`config.mk`:
```
export PLATFORM = sky130hd
export DESIGN_NAME = mc_ctrl
export DESIGN_NICKNAME = d
export VERILOG_FILES = /design/src/rtl/mc_pkg.sv /design/src/rtl/mc_decode.sv /design/src/rtl/mc_ctrl.sv
export SDC_FILE = /design/constraint.sdc
export NUM_CORES = 1
export LEC_CHECK = 0
export CAP_MARGIN = 10
export CORE_UTILIZATION = 40
export DETAILED_ROUTE_END_ITERATION = 8
export GPL_ROUTABILITY_DRIVEN = 0
export PLACE_DENSITY = 0.83
export SYNTH_ARGS = -nofsm -noshare
export SYNTH_HDL_FRONTEND = slang
export SYNTH_SLANG_ARGS = --single-unit
```
`constraint.sdc`:
```
create_clock -name clk -period 3.5 [get_ports clk]
set_input_delay 0.525 -clock clk [delete_from_list [all_inputs] [get_ports clk]]
set_output_delay 0.525 -clock clk [all_outputs]
set_load 0.02 [all_outputs]
```
`src/rtl/mc_pkg.sv`:
```
// Shared encodings for the multi-cycle MIPS control path.
package mc_pkg;

  localparam logic [2:0] S_IF  = 3'd0;
  localparam logic [2:0] S_ID  = 3'd1;
  localparam logic [2:0] S_EXE = 3'd2;
  localparam logic [2:0] S_MEM = 3'd3;
  localparam logic [2:0] S_WB  = 3'd4;

  localparam logic [5:0] OP_RTYPE = 6'h00;
  localparam logic [5:0] OP_ORI   = 6'h0D;
  localparam logic [5:0] OP_LUI   = 6'h0F;
  localparam logic [5:0] OP_LW    = 6'h23;
  localparam logic [5:0] OP_SW    = 6'h2B;
  localparam logic [5:0] OP_BEQ   = 6'h04;
  localparam logic [5:0] OP_J     = 6'h02;
  localparam logic [5:0] OP_JAL   = 6'h03;

  localparam logic [5:0] F_ADDU = 6'h21;
  localparam logic [5:0] F_SUBU = 6'h23;
  localparam logic [5:0] F_JR   = 6'h08;

  localparam logic [1:0] NPC_PC4 = 2'd0;
  localparam logic [1:0] NPC_BR  = 2'd1;
  localparam logic [1:0] NPC_JMP = 2'd2;
  localparam logic [1:0] NPC_RS  = 2'd3;

  localparam logic [1:0] RD_RT = 2'd0;
  localparam logic [1:0] RD_RD = 2'd1;
  localparam logic [1:0] RD_RA = 2'd2;

  localparam logic [1:0] WD_ALU = 2'd0;
  localparam logic [1:0] WD_DM  = 2'd1;
  localparam logic [1:0] WD_PC  = 2'd2;

  localparam logic [1:0] ALU_ADD = 2'd0;
  localparam logic [1:0] ALU_SUB = 2'd1;
  localparam logic [1:0] ALU_OR  = 2'd2;
  localparam logic [1:0] ALU_LUI = 2'd3;

  // Exactly one field is set for any opcode/funct combination.
  typedef struct packed {
    logic rtype;
    logic ori;
    logic lui;
    logic lw;
    logic sw;
    logic beq;
    logic j;
    logic jal;
    logic jr;
    logic nop;
  } iclass_t;

endpackage

```
`src/rtl/mc_decode.sv`:
```
// Instruction class decode: opcode/funct to a one-hot class.
module mc_decode
  import mc_pkg::*;
(
  input  logic [5:0] opcode,
  input  logic [5:0] funct,
  output iclass_t    cls
);

  // Anything not recognised falls into the nop class.
  always_comb begin
    cls = '0;
    case (opcode)
      OP_RTYPE: begin
        if (funct == F_ADDU || funct == F_SUBU) cls.rtype = 1'b1;
        else if (funct == F_JR)                 cls.jr    = 1'b1;
        else                                    cls.nop   = 1'b1;
      end
      OP_ORI:  cls.ori = 1'b1;
      OP_LUI:  cls.lui = 1'b1;
      OP_LW:   cls.lw  = 1'b1;
      OP_SW:   cls.sw  = 1'b1;
      OP_BEQ:  cls.beq = 1'b1;
      OP_J:    cls.j   = 1'b1;
      OP_JAL:  cls.jal = 1'b1;
      default: cls.nop = 1'b1;
    endcase
  end

endmodule

```
`src/rtl/mc_ctrl.sv`:
```
// Multi-cycle MIPS control FSM with output decode and retire counter.
//
// state | meaning
// S_IF  | fetch: load IR, PC <= PC+4
// S_ID  | decode; j/jr/nop finish here
// S_EXE | ALU operation; beq resolves here
// S_MEM | data memory access (lw read, sw write)
// S_WB  | register file write; jal also loads the PC target
module mc_ctrl
  import mc_pkg::*;
#(
  parameter int RA_IDX = 31,
  parameter int CNT_W  = 32
) (
  input  logic             clk,
  input  logic             reset,
  input  logic [5:0]       opcode,
  input  logic [5:0]       funct,
  input  logic             zero,
  output logic             pc_we,
  output logic             ir_we,
  output logic [1:0]       npc_sel,
  output logic             ext_op,
  output logic             alu_src,
  output logic [1:0]       alu_op,
  output logic             dm_we,
  output logic             rf_we,
  output logic [1:0]       reg_dst,
  output logic             [1:0] wd_sel,
  output logic             retire,
  output logic [CNT_W-1:0] retire_cnt,
  output logic [2:0]       state
);

  // The $31 write address is produced by the reg_dst mux; only sanity-check it.
  if (RA_IDX < 0 || RA_IDX > 31) begin : g_bad_ra_idx
    $error("mc_ctrl: RA_IDX must be a valid register index");
  end

  iclass_t          cls;
  logic [2:0]       state_q, state_d;
  logic [CNT_W-1:0] retire_cnt_q, retire_cnt_d;

  mc_decode u_decode (
    .opcode (opcode),
    .funct  (funct),
    .cls    (cls)
  );

  // Next-state selection by instruction class.
  always_comb begin
    state_d = S_IF;
    case (state_q)
      S_IF:  state_d = S_ID;
      S_ID: begin
        if (cls.j || cls.jr || cls.nop) state_d = S_IF;
        else if (cls.jal)               state_d = S_WB;
        else                            state_d = S_EXE;
      end
      S_EXE: begin
        if (cls.beq)              state_d = S_IF;
        else if (cls.lw || cls.sw) state_d = S_MEM;
        else                      state_d = S_WB;
      end
      S_MEM: state_d = cls.sw ? S_IF : S_WB;
      S_WB:  state_d = S_IF;
      default: state_d = S_IF;
    endcase
  end

  // Output decode; everything is held at zero while reset is low so an
  // interrupted instruction cannot complete a write.
  always_comb begin
    pc_we   = 1'b0;
    ir_we   = 1'b0;
    npc_sel = NPC_PC4;
    ext_op  = 1'b0;
    alu_src = 1'b0;
    alu_op  = ALU_ADD;
    dm_we   = 1'b0;
    rf_we   = 1'b0;
    reg_dst = RD_RT;
    wd_sel  = WD_ALU;
    retire  = 1'b0;
    if (reset) begin
      case (state_q)
        S_IF: begin
          ir_we = 1'b1;
          pc_we = 1'b1;
        end
        S_ID: begin
          if (cls.j) begin
            pc_we   = 1'b1;
            npc_sel = NPC_JMP;
            retire  = 1'b1;
          end else if (cls.jr) begin
            pc_we   = 1'b1;
            npc_sel = NPC_RS;
            retire  = 1'b1;
          end else if (cls.nop) begin
            retire  = 1'b1;
          end
        end
        S_EXE: begin
          if (cls.rtype) begin
            alu_op = (funct == F_SUBU) ? ALU_SUB : ALU_ADD;
          end else if (cls.ori) begin
            alu_src = 1'b1;
            alu_op  = ALU_OR;
          end else if (cls.lui) begin
            alu_src = 1'b1;
            alu_op  = ALU_LUI;
          end else if (cls.lw || cls.sw) begin
            ext_op  = 1'b1;
            alu_src = 1'b1;
          end else if (cls.beq) begin
            alu_op  = ALU_SUB;
            npc_sel = NPC_BR;
            pc_we   = zero;
            retire  = 1'b1;
          end
        end
        S_MEM: begin
          if (cls.sw) begin
            dm_we  = 1'b1;
            retire = 1'b1;
          end
        end
        S_WB: begin
          rf_we  = 1'b1;
          retire = 1'b1;
          if (cls.rtype) begin
            reg_dst = RD_RD;
          end else if (cls.lw) begin
            wd_sel  = WD_DM;
          end else if (cls.jal) begin
            reg_dst = RD_RA;
            wd_sel  = WD_PC;
            pc_we   = 1'b1;
            npc_sel = NPC_JMP;
          end
        end
        default: ;
      endcase
    end
  end

  // Retire counter wraps naturally at the top of its range.
  always_comb begin
    retire_cnt_d = retire_cnt_q + {{(CNT_W-1){1'b0}}, retire};
  end

  // State and counter registers with synchronous active-low reset.
  always_ff @(posedge clk) begin
    if (!reset) begin
      state_q      <= S_IF;
      retire_cnt_q <= '0;
    end else begin
      state_q      <= state_d;
      retire_cnt_q <= retire_cnt_d;
    end
  end

  assign state      = state_q;
  assign retire_cnt = retire_cnt_q;

endmodule

```
After elaboration in Yosys (flattened, before gate mapping)

Cells that the tools add are included.

Logic and storage cells: 109
Output and inout bits: 50
Bits of input ports: 15
Register bits: 35

Eq/ne operators: 14
Mux-type cells: 85
Reduce and logical (&&, ||, !) cells: 7
Add/subtract/negate cells: 1

Operators with widths:

| cell               | count |
|---|---|
| $mux 1             | 56 |
| $mux 2             | 19 |
| $add 32x1->32      | 1 |
| $eq 6x6->1 const B | 4 |
| $eq 6x4->1 const B | 3 |
| $mux 3             | 5 |
| $eq 6x2->1 const B | 2 |
| $pmux 3 s4         | 1 |
| $pmux 1 s4         | 2 |
| $reduce_or 7->1    | 1 |
| $eq 3x2->1 const B | 2 |
| $eq 6x3->1 const B | 1 |
| $logic_not 6->1    | 1 |
| $pmux 2 s3         | 1 |
| $logic_or 1x1->1   | 4 |
| $eq 3x1->1 const B | 1 |
| $eq 3x3->1 const B | 1 |
| $logic_not 3->1    | 1 |
| $pmux 1 s2         | 1 |

Longest topological paths before layout

Depth in word-level cells: 10
Gate-level depth with buffers: 13
Depth with buffers taken out: 12

Modules after synthesis

A second synthesis with hierarchy kept.

Cells, all modules: 259
Area total of the unflattened synthesis: 2019.4 um2

Modules (own cells, without submodules):

| module    | area each (um2) | seq. area each (um2) | cells each | times used |
|---|---|---|---|---|
| mc_ctrl   | 1851.8          | 700.7                | 231        | 1 |
| mc_decode | 167.7           | 0.0                  | 28         | 1 |

Worst setup path before layout

No wires, ideal clock.

Path kind: input-to-reg
From: input opcode[3]
To: register retire_cnt_q[22] (netlist: retire_cnt[22])
Data arrival time: 3409 ps
Cell stages on the path: 12
Buffers on the path: 0
Library setup time: 115 ps
Setup slack: -24 ps
Path through: nor2b_1 > mux2_2 > a21oi_1 > a211oi_1 > o31ai_1 > ha_1 > ha_1 > inv_1 > nor4_4 > nand4_1 > xnor2_1 > and2_1

Word-level cells in the longest chain between the ends: 10
Elaborated cells on any way between the ends: 31

RTL lines:

| item                                                    | line           | RTL |
|---|---|---|
| start, declared                                         | mc_ctrl.sv:17  | `input logic [5:0] opcode,` |
| branches (longest 7 deep; another with $reduce_or 7->1) | -              |  |
| $pmux 1 s4 *                                            | mc_ctrl.sv:86  | `case (state_q)` |
| $mux 1 *                                                | mc_ctrl.sv:85  | `if (reset) begin` |
| net retire                                              | mc_ctrl.sv:30  | `output logic retire,` |
| $add 32x1->32 *                                         | mc_ctrl.sv:150 | `retire_cnt_d = retire_cnt_q + {{(CNT_W-1){1'b0}}, retire};` |
| end signal, assigned                                    | mc_ctrl.sv:160 | `retire_cnt_q <= retire_cnt_d;` |
| end, declared                                           | mc_ctrl.sv:42  | `logic [CNT_W-1:0] retire_cnt_q, retire_cnt_d;` |

Mark *: on every way through the listed nets, which the timed path passes.
A chain may end at the register's enable or synchronous reset.

Worst setup path after layout

From: input opcode[3]
To: output pc_we

Word-level cells in the longest chain between the ends: 9
Elaborated cells on any way between the ends: 30

RTL lines:

| item                                              | line                           | RTL |
|---|---|---|
| $eq 6x3->1 / $eq 6x6->1 (equally long branches)   | mc_decode.sv:13                | `case (opcode)` |
| $mux 1                                            | mc_decode.sv:13                |  |
| $mux 1 / $logic_or 1x1->1 (equally long branches) | mc_ctrl.sv:116, mc_ctrl.sv:113 |  |
| $mux 1                                            | mc_ctrl.sv:113                 | `end else if (cls.lw \|\| cls.sw) begin` |
| $mux 1                                            | mc_ctrl.sv:110                 | `end else if (cls.lui) begin` |
| $mux 1                                            | mc_ctrl.sv:107                 | `end else if (cls.ori) begin` |
| $mux 1                                            | mc_ctrl.sv:105                 | `if (cls.rtype) begin` |
| $pmux 1 s4 *                                      | mc_ctrl.sv:86                  |  |
| $mux 1 *                                          | mc_ctrl.sv:85                  |  |
| end, declared                                     | mc_ctrl.sv:20                  | `output logic pc_we,` |

Every way passes the cells marked *; elsewhere a longest branch is shown, timed or not.

==> results_dict.tcl <==
set metrics [dict create \
    clk_path_buf_depth 2 \
    grt_antenna_before_repair 0 \
    async_reset_ff_share_pct 0 \
    drive_gt1_share_pct 9.934 \
    core_mm2 0.004504 \
    clkPwrFrac_pct 40.0 \
    initial_core_util_pct 43.14 \
    synth_ff_type "dfxtp_1" \
    synth_common_cells "dfxtp_1 (35), and2_1 (32), xnor2_1 (23), nand3_1 (18), nor2_1 (15)" \
    post-cts-setup-buffer-count 0 \
    ys_seq_elements 35 \
    fin_crit_ns 3.360 \
    final.setup_skew_ns 0.003019 \
    path_class "in2out" \
    netlist_instances 226 \
    start_kind "input pin" \
    hold_path_depth 2 \
    synth_edf_count 0 \
    die_w_um 71.70 \
    postCtsResizedCells 0 \
    synth_cell_types 42 \
    ctsHoldBuffers 0 \
    fin_setup_tns_ns 0 \
    endpoint_kind "primary output" \
    hold_path_class "reg2reg" \
    setup_viol 0 \
    grt_pass1_wl_mm 7.803 \
    grt_use_total_pct 19.20 \
    grt_overflow 0 \
    post-route-period-util_pct 96.01 \
    routed_wl_mm 4.641 \
    antenna_cells 0 \
    p_sw_w 0.0001778 \
    violations "design-rule violations" \
    htreeDepth 2 \
    peakVddDrop_v 0.0001430 \
    slew_viol_final 0 \
    max_slew_margin_pct 53.22 \
    synth-seq-area-share_pct 36.06 \
    finalHoldViolCount 0 \
    insertion_delay_ns 0.28 \
    ant_nets 0 \
    row_count 24 \
    yosysWarnings 0 \
    reg2reg_depth 13 \
    r2r-end "retire_cnt[26]$_SDFF_PN0_" \
    max_freq_ghz 0.2976 \
    ios 65 \
    fillers 376 \
    syn2layout_area_growth_pct 44.82 \
    viasPerCell 5.201 \
    dr.pass1.iters 6 \
    rsz0062_at_grt "no" \
    hold_end "retire_cnt[5]$_SDFF_PN0_" \
    r2r_start "state[1]$_SDFF_PN0_" \
    intPower_w 0.0006193 \
    cp_max_fo 5 \
    cts_buffers 5 \
    outcome "finished, violations left" \
    critPathMaxStageDelay_ns 0.60 \
    worstPathRequired_ns 2.97 \
    p_leak_nw 1.071 \
    arrival_ns 2.84 \
    first_global_vias 1797 \
    r2r_slack_ns 0.98 \
    netlist_top_cells_area "dfxtp_1 (36%), xnor2_1 (10%), and2_1 (10%)" \
    fin_cells 354 \
    syn_area_mm2 0.001943 \
    worst_slew_pin_slew_ns 0.6959 \
    cts_sinks 35 \
    initialDrtViolationCount 78 \
    route.detailed.drc 1 \
    power_frac_comb_pct 9.2 \
    p_seq_share_pct 50.8 \
    die_h_um 71.70 \
    ctsRootBufferMaster "clkbuf_8" \
    grt_max_degree 21 \
    place_hpwl_mm 3.488 \
    placedCellCount 346 \
    worstHoldStart "retire_cnt[5]$_SDFF_PN0_" \
    powerDensity_mw_per_mm2 283.2 \
    num_vias 1841 \
    synth_top_area_cell "dfxtp_1" \
    nets 318 \
    crit_chain "clkdlybuf4s50_1, buf_4, nor4_1, buf_4, and2_1, a21oi_1, nor3_1, o21a_1, clkdlybuf4s50_1" \
    syn_area_per_cell_um2 8.598 \
    wl_per_cell_um 13.11 \
    switching_share_pct 22.30 \
    syn_nets 243 \
    cap_violations 0 \
    synth.most_common_cell "dfxtp_1" \
    clkTransAtPathRegs_ns 0.07 \
    cp_slowest_cell "clkdlybuf4s50_1" \
    dieArea_mm2 0.005140 \
    synth_top_area_share_pct 36.06 \
    portBuffers 64 \
    cts_tree "done" \
]
[per-stage QoR]
stage | hold slack, ns | area (µm²) | setup WS (ns) | util (%) | total power (W)
5_1_grt | 0.6306 | 2814 | 0.02563 | 62.47 | 0.0008269
4_1_cts | 0.5870 | 2814 | 0.1615 | 62.47 | 0.0008027
3_5_place_dp | 0.5763 | 2714 | 0.01810 | 60.25 | 0.0004869
2_1_floorplan | 0.6146 | 1948 | 0.1945 | - | 0.0004446
3_3_place_gp | 0.5467 | 2714 | 0.08423 | 60.25 | 0.0004858
6_report | 0.5868 | 2814 | 0.1396 | 62.47 | 0.0007970
[sequential cells by signal (all words and copies together) (netlist names)]
name        flops
state           3
retire_cnt     32
[final cells by class]
type	instances	area (µm²)	area share [%]
flip-flops and latches	35	700.7	24.90
well taps	52	65.06	2.312
clock buffers	8	100.1	3.557
multi-input cells	175	1184	42.06
inverters	7	26.28	0.9337
repair buffers	77	738.2	26.23
[power by group through the flow]
stage	sequential [W]	combinational, W	clock, W
after floorplan	0.000415	0.0000300	0
after global placement	0.000414	0.0000717	0
after detailed placement	0.000414	0.0000727	0
after CTS	0.000405	0.0000730	0.000325
after global routing	0.000405	0.0000790	0.000342
final	0.000405	0.0000730	0.000319
[per-layer routing]
metal  up-vias  wire length, µm  GRT usage [%]
met5         -                0              0
met4         0               52          6.536
met3         6              355          6.470
met2        73             2114          32.39
met1       825             2118          22.84
li1        937                -              -
[kinds of logic after synthesis]
group                    count (synthesis)  share of synthesized area, %
AND/OR/NAND/NOR                        125                         39.28
flip-flops                              35                         36.06
XOR/XNOR                                29                         13.07
AO/OA/AOI/OAI                           18                         6.440
buffers and inverters                   16                         3.284
adder cells (fa/ha/maj)                  2                         1.288
multiplexers                             1                        0.5795
[critical path, delay by kind of cell]
kind | cells | cell delay [ns]
AOI/OAI and AO/OA | 2 | 0.25
buffers and inverters | 4 | 1.35
and+or+nand+nor | 3 | 0.71
[layout by cell type (no fill, tap or decap), types with 2 or more instances in the layout]
cell type,instances
nor2_1,15
a21boi_0,2
clkbuf_8,7
nor2b_1,5
nand2b_1,2
buf_4,13
inv_1,7
nand2_1,14
clkdlybuf4s50_1,64
and2_1,32
xor2_1,6
ha_1,2
and4_1,4
nand3_1,18
nor3b_1,3
and3_1,3
nor3_1,5
o21ai_0,2
a21oi_1,5
nor4_4,2
xnor2_1,23
nand4_1,12
dfxtp_1,35
[worst max path at each step]
stage | cells past startpoint | endpoint | slack, ns | from
2_1_floorplan | 12 | retire_cnt[22]$_SDFF_PN0_ | 0.19 | opcode[3]
3_3_place_gp | 14 | retire_cnt[26]$_SDFF_PN0_ | 0.08 | opcode[3]
3_5_place_dp | 14 | retire_cnt[26]$_SDFF_PN0_ | 0.02 | opcode[3]
4_1_cts | 9 | pc_we | 0.16 | opcode[3]
5_1_grt | 9 | pc_we | 0.03 | opcode[3]
6_report | 9 | pc_we | 0.14 | opcode[3]
Note: power is estimated with default switching activity, not from simulation.
